===== config.mk =====
export PLATFORM = sky130hd
export DESIGN_NAME = fetch_unit
export DESIGN_NICKNAME = d
export VERILOG_FILES = /design/src/rtl/fetch_unit.sv
export SDC_FILE = /design/constraint.sdc
export NUM_CORES = 1
export LEC_CHECK = 0
export ABC_AREA = 1
export BUFFER_PORTS_ARGS = -buffer_cell sky130_fd_sc_hd__clkbuf_2
export CORE_MARGIN = 1
export CORE_UTILIZATION = 50
export DETAILED_ROUTE_END_ITERATION = 10
export PLACE_DENSITY = 0.84
export SYNTH_ARGS = -nofsm -noshare
export SYNTH_HDL_FRONTEND = slang
export SYNTH_SLANG_ARGS = --single-unit

===== constraint.sdc =====
create_clock -name clk -period 2.2 [get_ports clk]
set_input_delay 0.22 -clock clk [delete_from_list [all_inputs] [get_ports clk]]
set_output_delay 0.22 -clock clk [all_outputs]
set_load 0.01 [all_outputs]

===== src/rtl/fetch_unit.sv =====
// fetch_unit -- instruction fetch stage with a drain-then-halt sequence.
//
// Drives the instruction ROM address (pc) and fills the IF/ID slot
// (ifid_pc / ifid_valid). A fetched HALT opcode freezes pc and lets the
// downstream stages empty for DRAIN_CYCLES non-stalled cycles before the
// machine reports halted. A redirect during that window cancels the halt.
//
// Parameters:
//   RESET_PC     - pc value loaded on reset
//   PC_STEP      - pc increment per fetched instruction
//   DRAIN_CYCLES - non-stalled cycles allowed after a HALT fetch
//
// Ports:
//   clk           in   clock, rising edge
//   rst_n         in   asynchronous active-low reset
//   start         in   begin fetching at start_addr (IDLE/HALTED only)
//   start_addr    in   first fetch address
//   stall         in   hazard hold from decode
//   redirect      in   taken branch / jump from execute
//   redirect_addr in   branch / jump target
//   rom_opcode    in   opcode returned by the ROM for the current pc
//   pc            out  fetch address to the ROM
//   ifid_pc       out  pc of the instruction in the IF/ID slot
//   ifid_valid    out  IF/ID slot holds a live instruction
//   halted        out  HALT has drained, machine stopped
//   busy          out  RUN or DRAIN
//   fetch_count   out  (FETCH_PERF_EN only) saturating count of IF/ID loads
//
// Optional feature macro: FETCH_PERF_EN
module fetch_unit #(
  parameter logic [15:0] RESET_PC     = 16'd0,
  parameter int unsigned PC_STEP      = 2,
  parameter int unsigned DRAIN_CYCLES = 3
) (
  input  logic        clk,
  input  logic        rst_n,
  input  logic        start,
  input  logic [15:0] start_addr,
  input  logic        stall,
  input  logic        redirect,
  input  logic [15:0] redirect_addr,
  input  logic [3:0]  rom_opcode,
  output logic [15:0] pc,
  output logic [15:0] ifid_pc,
  output logic        ifid_valid,
  output logic        halted,
  output logic        busy
`ifdef FETCH_PERF_EN
  ,
  output logic [15:0] fetch_count
`endif
);

  localparam logic [3:0] OP_HALT = 4'b1110;
  localparam int unsigned CNT_W = (DRAIN_CYCLES < 2) ? 1 : $clog2(DRAIN_CYCLES + 1);

  typedef enum logic [1:0] {
    IDLE   = 2'd0,
    RUN    = 2'd1,
    DRAIN  = 2'd2,
    HALTED = 2'd3
  } state_t;

  state_t           state_q, state_d;
  logic [15:0]      pc_q, pc_d;
  logic [15:0]      ifid_pc_q, ifid_pc_d;
  logic             ifid_valid_q, ifid_valid_d;
  logic [CNT_W-1:0] cnt_q, cnt_d;
  logic             fetch_load;   // IF/ID slot loaded with a live instruction
  logic             start_acc;    // start accepted this cycle

  always_ff @(posedge clk or negedge rst_n) begin
    if (!rst_n) begin
      state_q      <= IDLE;
      pc_q         <= RESET_PC;
      ifid_pc_q    <= '0;
      ifid_valid_q <= 1'b0;
      cnt_q        <= '0;
    end else begin
      state_q      <= state_d;
      pc_q         <= pc_d;
      ifid_pc_q    <= ifid_pc_d;
      ifid_valid_q <= ifid_valid_d;
      cnt_q        <= cnt_d;
    end
  end

  always_comb begin
    state_d      = state_q;
    pc_d         = pc_q;
    ifid_pc_d    = ifid_pc_q;
    ifid_valid_d = ifid_valid_q;
    cnt_d        = cnt_q;
    fetch_load   = 1'b0;
    start_acc    = 1'b0;
    case (state_q)
      IDLE, HALTED: begin
        ifid_valid_d = 1'b0;
        if (start) begin
          pc_d      = start_addr;
          state_d   = RUN;
          start_acc = 1'b1;
        end
      end
      RUN: begin
        if (redirect) begin
          pc_d         = redirect_addr;
          ifid_valid_d = 1'b0;
        end else if (!stall) begin
          ifid_pc_d    = pc_q;
          ifid_valid_d = 1'b1;
          fetch_load   = 1'b1;
          if (rom_opcode == OP_HALT) begin
            // pc stays on the HALT so nothing past it is fetched
            cnt_d   = CNT_W'(DRAIN_CYCLES);
            state_d = DRAIN;
          end else begin
            pc_d = pc_q + 16'(PC_STEP);
          end
        end
      end
      DRAIN: begin
        if (redirect) begin
          pc_d         = redirect_addr;
          ifid_valid_d = 1'b0;
          cnt_d        = '0;
          state_d      = RUN;
        end else if (!stall) begin
          ifid_valid_d = 1'b0;
          // the decrement to zero and the move to HALTED share one edge
          if (cnt_q <= CNT_W'(1)) begin
            cnt_d   = '0;
            state_d = HALTED;
          end else begin
            cnt_d = cnt_q - CNT_W'(1);
          end
        end
      end
      default: state_d = IDLE;
    endcase
  end

  assign pc         = pc_q;
  assign ifid_pc    = ifid_pc_q;
  assign ifid_valid = ifid_valid_q;
  assign halted     = (state_q == HALTED);
  assign busy       = (state_q == RUN) || (state_q == DRAIN);

`ifdef FETCH_PERF_EN
  logic [15:0] fetch_count_q;

  always_ff @(posedge clk or negedge rst_n) begin
    if (!rst_n) begin
      fetch_count_q <= '0;
    end else if (start_acc) begin
      fetch_count_q <= '0;
    end else if (fetch_load && (fetch_count_q != '1)) begin
      fetch_count_q <= fetch_count_q + 16'd1;
    end
  end

  assign fetch_count = fetch_count_q;
`else
  logic unused_start_acc;
  logic unused_fetch_load;
  assign unused_start_acc  = start_acc;
  assign unused_fetch_load = fetch_load;
`endif

endmodule


==> metrics.md, run 1 <==
| Metric | Value |
|---|---|
| Critical path type | `reg2reg` |
| RSZ-0062 raised after global routing | `false` |
| CTS H-tree depth | `2` |
| Fmax achieved | `506 MHz` |
| WP data required | `2.40 ns` |
| Share of layout cells above drive strength 1 | `26.5%` |
| Slew Limit Fails | `0` |
| GRT Resource Usage Total | `27.0%` |
| Routed vias/inst | `5.16` |
| Buffers on Ports | `75` |
| Clk_lat worst skew | `0.29 ns` |
| CTS clk-pin slew, worst paths | `0.07 ns` |
| Post-Synthesis Cells | `301` |
| Synthesized area per cell | `7.25 sq um` |
| Congestion Overflow GR | `0` |
| Routed WL | `5.68 mm` |
| Drt first-iter violations | `93` |
| Critical Path Sink Type | `register` |
| Layout area overhead | `22.4%` |
| Worst path max stage delay | `0.42 ns` |
| Leak pwr | `1.45 nW` |
| Die height | `68.0 um` |
| Warnings, synthesis | `0` |
| Sink Count | `37` |
| DP HPWL | `4.26 mm` |
| Post-synthesis net count | `347` |
| Pin count of the biggest net entering global routing | `38` |
| Tmin final | `1.98 ns` |
| Ranking of synthesized cells by area | `dfrtp_1, nand2_1, o21ai_0, inv_1, nor2_1` |
| Crit-path slowest cell | `dfrtp_1` |
| CP arrival | `2.18 ns` |
| Antenna diode count | `0` |
| Slew HR | `36.9%` |
| Worst slew pin tran | `0.947 ns` |
| Vias post-DR | `2,203` |
| Core Area | `4090 sq um` |
| Setup Fix Bufs, Post-CTS | `0` |
| Initial antenna violation count | `0` |
| Drt drc | `0` |
| Synth area leader | `dfrtp_1` |
| Crit-path cells | `inv_1 -> ha_1 -> inv_2 -> or2_4 -> nand2_2 -> a21oi_4 -> inv_2 -> nor2_1 -> nand2_1 -> o21ai_0` |
| Crit path max fanout | `16` |
| Flop and latch count out of synthesis | `37` |
| Hold buffers post-CTS | `0` |
| Number of global-route vias before repair | `2,087` |
| Routability Congestion | `0.859` |
| Die ar. | `4630 sq um` |
| Kind of start point of the critical path | `register` |
| Routed Antenna Nets | `0` |
| Most frequent CP cell | `inv_2` |
| Number of buffers created by CTS | `5` |
| Hold WS | `0.0574 ns` |
| I/O pin total | `76` |
| CTS tree | `yes` |
| Syn Std Cell Area | `2180 sq um` |
| Finished Core Util | `65.3%` |
| Post_cts resized | `0` |
| Status | `completed` |
| VDD IR max | `0.000942 V` |
| Worst hold-check path type | `in2async` |
| First-pass GRT wire length | `9.12 mm` |
| CP top delay family | `flip-flops` |
| WP buf/inv | `3` |
| Setup TNS | `0 ns` |
| Clk buf depth | `2` |
| Initial core utilization | `53.4%` |
| # Max-Cap Violations | `0` |
| Yosys cell types | `27` |
| Width of the die | `68.0 um` |
| Setup Skew | `0.00174 ns` |
| Fin. Hold Viols | `0` |
| Drt wl/cell | `13.3 um` |
| R2R Setup Slk | `0.22 ns` |
| Setup violators final | `0` |
| Fin nets | `423` |
| Top cell type's share of synthesized area | `42.5%` |
| Power Density | `1520 nW/um^2` |
| DRT Pass-1 Iters | `4` |
| Seq/Total Area, Yosys | `42.5%` |
| Tcrit/Tclk final | `89.8%` |
| Root Driver | `clkbuf_8` |
| Row count | `23` |
[cell usage in the layout (no fill, tap or decap)]
master	n
o31ai_1	1
nand2_1	84
a31oi_1	2
dfrtp_1	37
nand4_1	4
inv_2	4
nor2_2	3
clkbuf_1	1
mux2_4	1
nor3_1	1
or2_4	1
a21oi_4	1
o211ai_1	6
nand2_2	3
mux2_2	1
clkbuf_8	6
buf_4	5
o21ai_0	38
o21ai_1	1
nor2_1	31
o21a_1	1
ha_1	5
a21oi_1	19
inv_1	31
nand3_1	15
clkbuf_2	75
[cell usage after synthesis]
master,count
a21oi_1,19
a21oi_4,1
a31oi_1,2
buf_1,1
buf_2,4
buf_4,1
buf_6,3
clkbuf_1,2
dfrtp_1,37
ha_1,5
inv_1,31
inv_2,4
mux2_2,1
mux2_4,1
nand2_1,84
nand2_2,3
nand3_1,15
nand4_1,4
nor2_1,31
nor2_2,3
nor3_1,1
o211ai_1,6
o21a_1,1
o21ai_0,38
o21ai_1,1
o31ai_1,1
or2_4,1
[worst paths after layout]
check,start,to,cells after the start
hold reg to reg,ifid_pc[10]$_DFFE_PN0P_,ifid_pc[10]$_DFFE_PN0P_,2
setup / recovery,state_q[0]$_DFFE_PN0P_,pc[11]$_DFFE_PN0P_,10
setup reg to reg,state_q[0]$_DFFE_PN0P_,pc[11]$_DFFE_PN0P_,10
min in group clk,start_addr[0],pc[0]$_DFFE_PN0P_,3
max in group asynchronous,rst_n,ifid_pc[1]$_DFFE_PN0P_,1
hold / removal,rst_n,ifid_pc[2]$_DFFE_PN0P_,1
[worst register-to-register path: cells and delay by family, from the launching register on]
family / cells / cell delay [ns]
adders and majority gates: 1 / 0.32
buffers and inverters: 3 / 0.37
DFF: 1 / 0.42
and+or+nand+nor: 4 / 0.38
AOI/OAI and AO/OA: 2 / 0.39
[metal layers]
layer  GRT usage, %  vias to the layer above  part of all wire (%)
met1           30.4                      997                    44
met2           47.5                       76                    49
met4           12.0                        0                   1.8
li1               -                     1118                     -
met5              0                        -                     0
met3           6.83                       12                   5.5
[per-stage QoR]
stage | instances | area (sq um) | power, mW | setup WS [ns]
global placement | 420 | 2580 | 3.44 | 0.374
global route | 427 | 2670 | 4.44 | 0.0771
CTS | 427 | 2670 | 4.07 | 0.211
finish | 427 | 2670 | 4.06 | 0.224
floorplan | 301 | 2180 | 2.86 | 0.522
detailed placement | 420 | 2580 | 3.57 | 0.218
[flip-flops by register name, indices dropped and copies added, names as in the netlist]
name and count:
pc 16, ifid_valid 1, ifid_pc 16, state_q 2, cnt_q 2
[area by class of cell]
| type | count | area [sq um] |
|---|---|---|
| multi-input cells | 218 | 1050 |
| flip-flops and latches | 37 | 926 |
| well taps | 50 | 62.6 |
| repair buffers | 80 | 413 |
| fillers | 392 | 1420 |
| inverters | 35 | 131 |
| clock buffers | 7 | 86.3 |
[where the power goes]
group	switching (mW)	internal, mW	total [mW]
clock network	0.239	0.249	0.487
logic	1.43	0.839	2.27
registers	0.292	1.01	1.31
total	1.96	2.10	4.06
[logic make-up after synthesis]
family | count (synthesis) | synth area share [%]
muxes | 2 | 1.20
adders and majority gates | 5 | 2.87
AOI/OAI and AO/OA | 69 | 17.4
and+or+nand+nor | 142 | 26.7
DFF | 37 | 42.5
buffers and inverters | 46 | 9.35
No activity file was read; power rests on OpenSTA's default activity.
==> run 2, diff against run 1 <==
--- a/config.mk
+++ b/config.mk
@@ -8,9 +8,10 @@
 export ABC_AREA = 1
 export BUFFER_PORTS_ARGS = -buffer_cell sky130_fd_sc_hd__clkbuf_2
 export CORE_MARGIN = 1
-export CORE_UTILIZATION = 50
+export CORE_UTILIZATION = 45
 export DETAILED_ROUTE_END_ITERATION = 10
-export PLACE_DENSITY = 0.84
+export MAX_ROUTING_LAYER = met4
+export PLACE_DENSITY = 0.72
 export SYNTH_ARGS = -nofsm -noshare
 export SYNTH_HDL_FRONTEND = slang
 export SYNTH_SLANG_ARGS = --single-unit
==> constraint.sdc (replaced) <==
create_clock -name clk -period 1.6 [get_ports clk]
set_input_delay 0.16 -clock clk [delete_from_list [all_inputs] [get_ports clk]]
set_output_delay 0.16 -clock clk [all_outputs]
set_load 0.01 [all_outputs]
==> metrics.md, run 2 (same netlist as run 1, synthesis figures left out) <==
| Metric | Value |
|---|---|
| Status | `complete, but fails checks` |
| Failing checks | `negative setup slack` |
| Congestion Overflow GR | `0` |
| Share of layout cells above drive strength 1 | `33.4%` |
| Total power after layout | `6.22 mW` |
| DP HPWL | `4.28 mm` |
| Setup Skew | `0.00389 ns` |
| Fin worst setup slack | `-0.0278 ns` |
| Initial core utilization | `48.4%` |
| CTS clk-pin slew, worst paths | `0.07 ns` |
| Power Density | `2110 nW/um^2` |
| Reg2reg end | `pc[6]$_DFFE_PN0P_` |
| Critical Path Sink Type | `register` |
| Routed WL | `5.81 mm` |
| Critical path type | `reg2reg` |
| Number of global-route vias before repair | `2,208` |
| Clk buf depth | `2` |
| Flop pwr share | `28.5%` |
| WP data required | `1.78 ns` |
| Setup violators final | `3` |
| Drt wl/cell | `13.0 um` |
| Tmin final | `1.63 ns` |
| Slew Limit Fails | `0` |
| R2R cell count | `10` |
| Routability Congestion | `0.897` |
| Fin nets | `441` |
| I/O pin total | `76` |
| CP Launch Point | `state_q[1]$_DFFE_PN0P_` |
| RSZ-0062 raised after global routing | `true` |
| Clk_lat worst skew | `0.29 ns` |
| Clock power frac | `10.7%` |
| Antenna diode count | `0` |
| CP arrival | `1.80 ns` |
| Leak pwr | `1.57 nW` |
| # Max-Cap Violations | `0` |
| Kind of start point of the critical path | `register` |
| Reg2Reg Launch Point | `state_q[1]$_DFFE_PN0P_` |
| Drt first-iter violations | `134` |
| Pin count of the biggest net entering global routing | `21` |
| Commonest non-fill, non-tap cell in the layout | `nand2_1` |
| Layout area overhead | `35.3%` |
| Int Power | `3.37 mW` |
| VDD IR max | `0.00128 V` |
| Fin. Hold Viols | `0` |
| CTS H-tree depth | `2` |
| Crit path max fanout | `5` |
| Number of buffers created by CTS | `5` |
| Fmax achieved | `614 MHz` |
| Sink Count | `37` |
| CTS tree | `yes` |
| R2R Setup Slk | `-0.03 ns` |
| # fillers | `421` |
| Core Area | `4500 sq um` |
| Root Driver | `clkbuf_8` |
| Die height | `71.6 um` |
| Routed Antenna Nets | `0` |
| DRT Pass-1 Iters | `5` |
| Die ar. | `5130 sq um` |
| First-pass GRT wire length | `9.47 mm` |
| Tcrit/Tclk final | `102%` |
| CP Capture Point | `pc[6]$_DFFE_PN0P_` |
| Row count | `24` |
| Initial antenna violation count | `0` |
| Combinational Power Share | `60.9%` |
| Vias post-DR | `2,283` |
| Drt drc | `0` |
| Buffers on Ports | `75` |
| GRT Resource Usage Total | `24.3%` |
| Worst hold-check path type | `in2reg` |
| Most frequent cells in the layout | `nand2_1, clkbuf_2, dfrtp_1` |
| Sw frac | `45.8%` |
| Setup TNS | `-0.0498 ns` |
| Slew HR | `65.7%` |
| Routed vias/inst | `5.11` |
| Net Switching | `2.85 mW` |
| Width of the die | `71.6 um` |
| Worst slew pin tran | `0.514 ns` |
## run 2: per-stage QoR
stage	hold WS, ns	instance area [sq um]	std cells	util, %	setup WS, ns
2_1_floorplan	-0.136	2190	301	-	-0.0641
3_3_place_gp	0.156	2750	436	61.0	0.0479
3_5_place_dp	0.156	2750	436	61.0	-0.0295
4_1_cts	0.101	2860	445	63.5	-0.0347
5_1_grt	0.127	2950	447	65.5	-0.0896
6_report	0.107	2950	447	65.5	-0.0278
## run 2: power groups by stage
stage	sequential, mW	clock [mW]	combinational, mW
2_1_floorplan	1.90	0	2.05
3_3_place_gp	1.76	0	3.37
3_5_place_dp	1.77	0	3.46
4_1_cts	1.75	0.682	3.53
5_1_grt	1.83	0.699	4.29
6_report	1.77	0.665	3.79
## run 2: worst max-delay path, cell delays in order, from the launching register on
cell,delay [ns]
dfrtp_2,0.44
ha_4,0.28
inv_2,0.04
or2_4,0.25
nand2_4,0.07
a21oi_4,0.05
inv_4,0.09
clkbuf_16,0.14
nor2_1,0.04
nand2_1,0.05
o21ai_0,0.06
## run 2: per-layer routing
metal / up-vias / wire length [um] / global-route usage, %
li1: 1160 / - / -
met1: 1038 / 2530 / 28.8
met2: 78 / 2890 / 40.9
met3: 7 / 328 / 4.22
met4: 0 / 63 / 10.0
met5: - / 0 / -
## run 2: worst min-delay path by stage
stage	startpoint	to	slack, ns	cells past startpoint
2_1_floorplan	rst_n	cnt_q[0]$_DFFE_PN0P_	-0.14	0
3_3_place_gp	rst_n	ifid_pc[5]$_DFFE_PN0P_	0.16	1
3_5_place_dp	rst_n	ifid_pc[5]$_DFFE_PN0P_	0.16	1
4_1_cts	start_addr[0]	pc[0]$_DFFE_PN0P_	0.10	3
5_1_grt	start_addr[0]	pc[0]$_DFFE_PN0P_	0.13	3
6_report	start_addr[0]	pc[0]$_DFFE_PN0P_	0.11	3
## run 2: cell type report
cell class	instances	area, sq um	area share, %
timing repair buffer	98	626	21.2
tap	52	65.1	2.21
clock buffer	7	86.3	2.93
inverter	35	134	4.54
sequential	37	927	31.4
multi-input combinational	218	1110	37.7
## run 2: what timing repair did
action | in CTS | in global routing
gates resized for setup | 5 | 21
hold buffers | 1 | 0
pin swaps | 2 | 5
setup endpoints to repair | 12 | 34
hold endpoints to repair | 19 | 0
gates cloned | 0 | 1
buffers inserted | 1 | 1
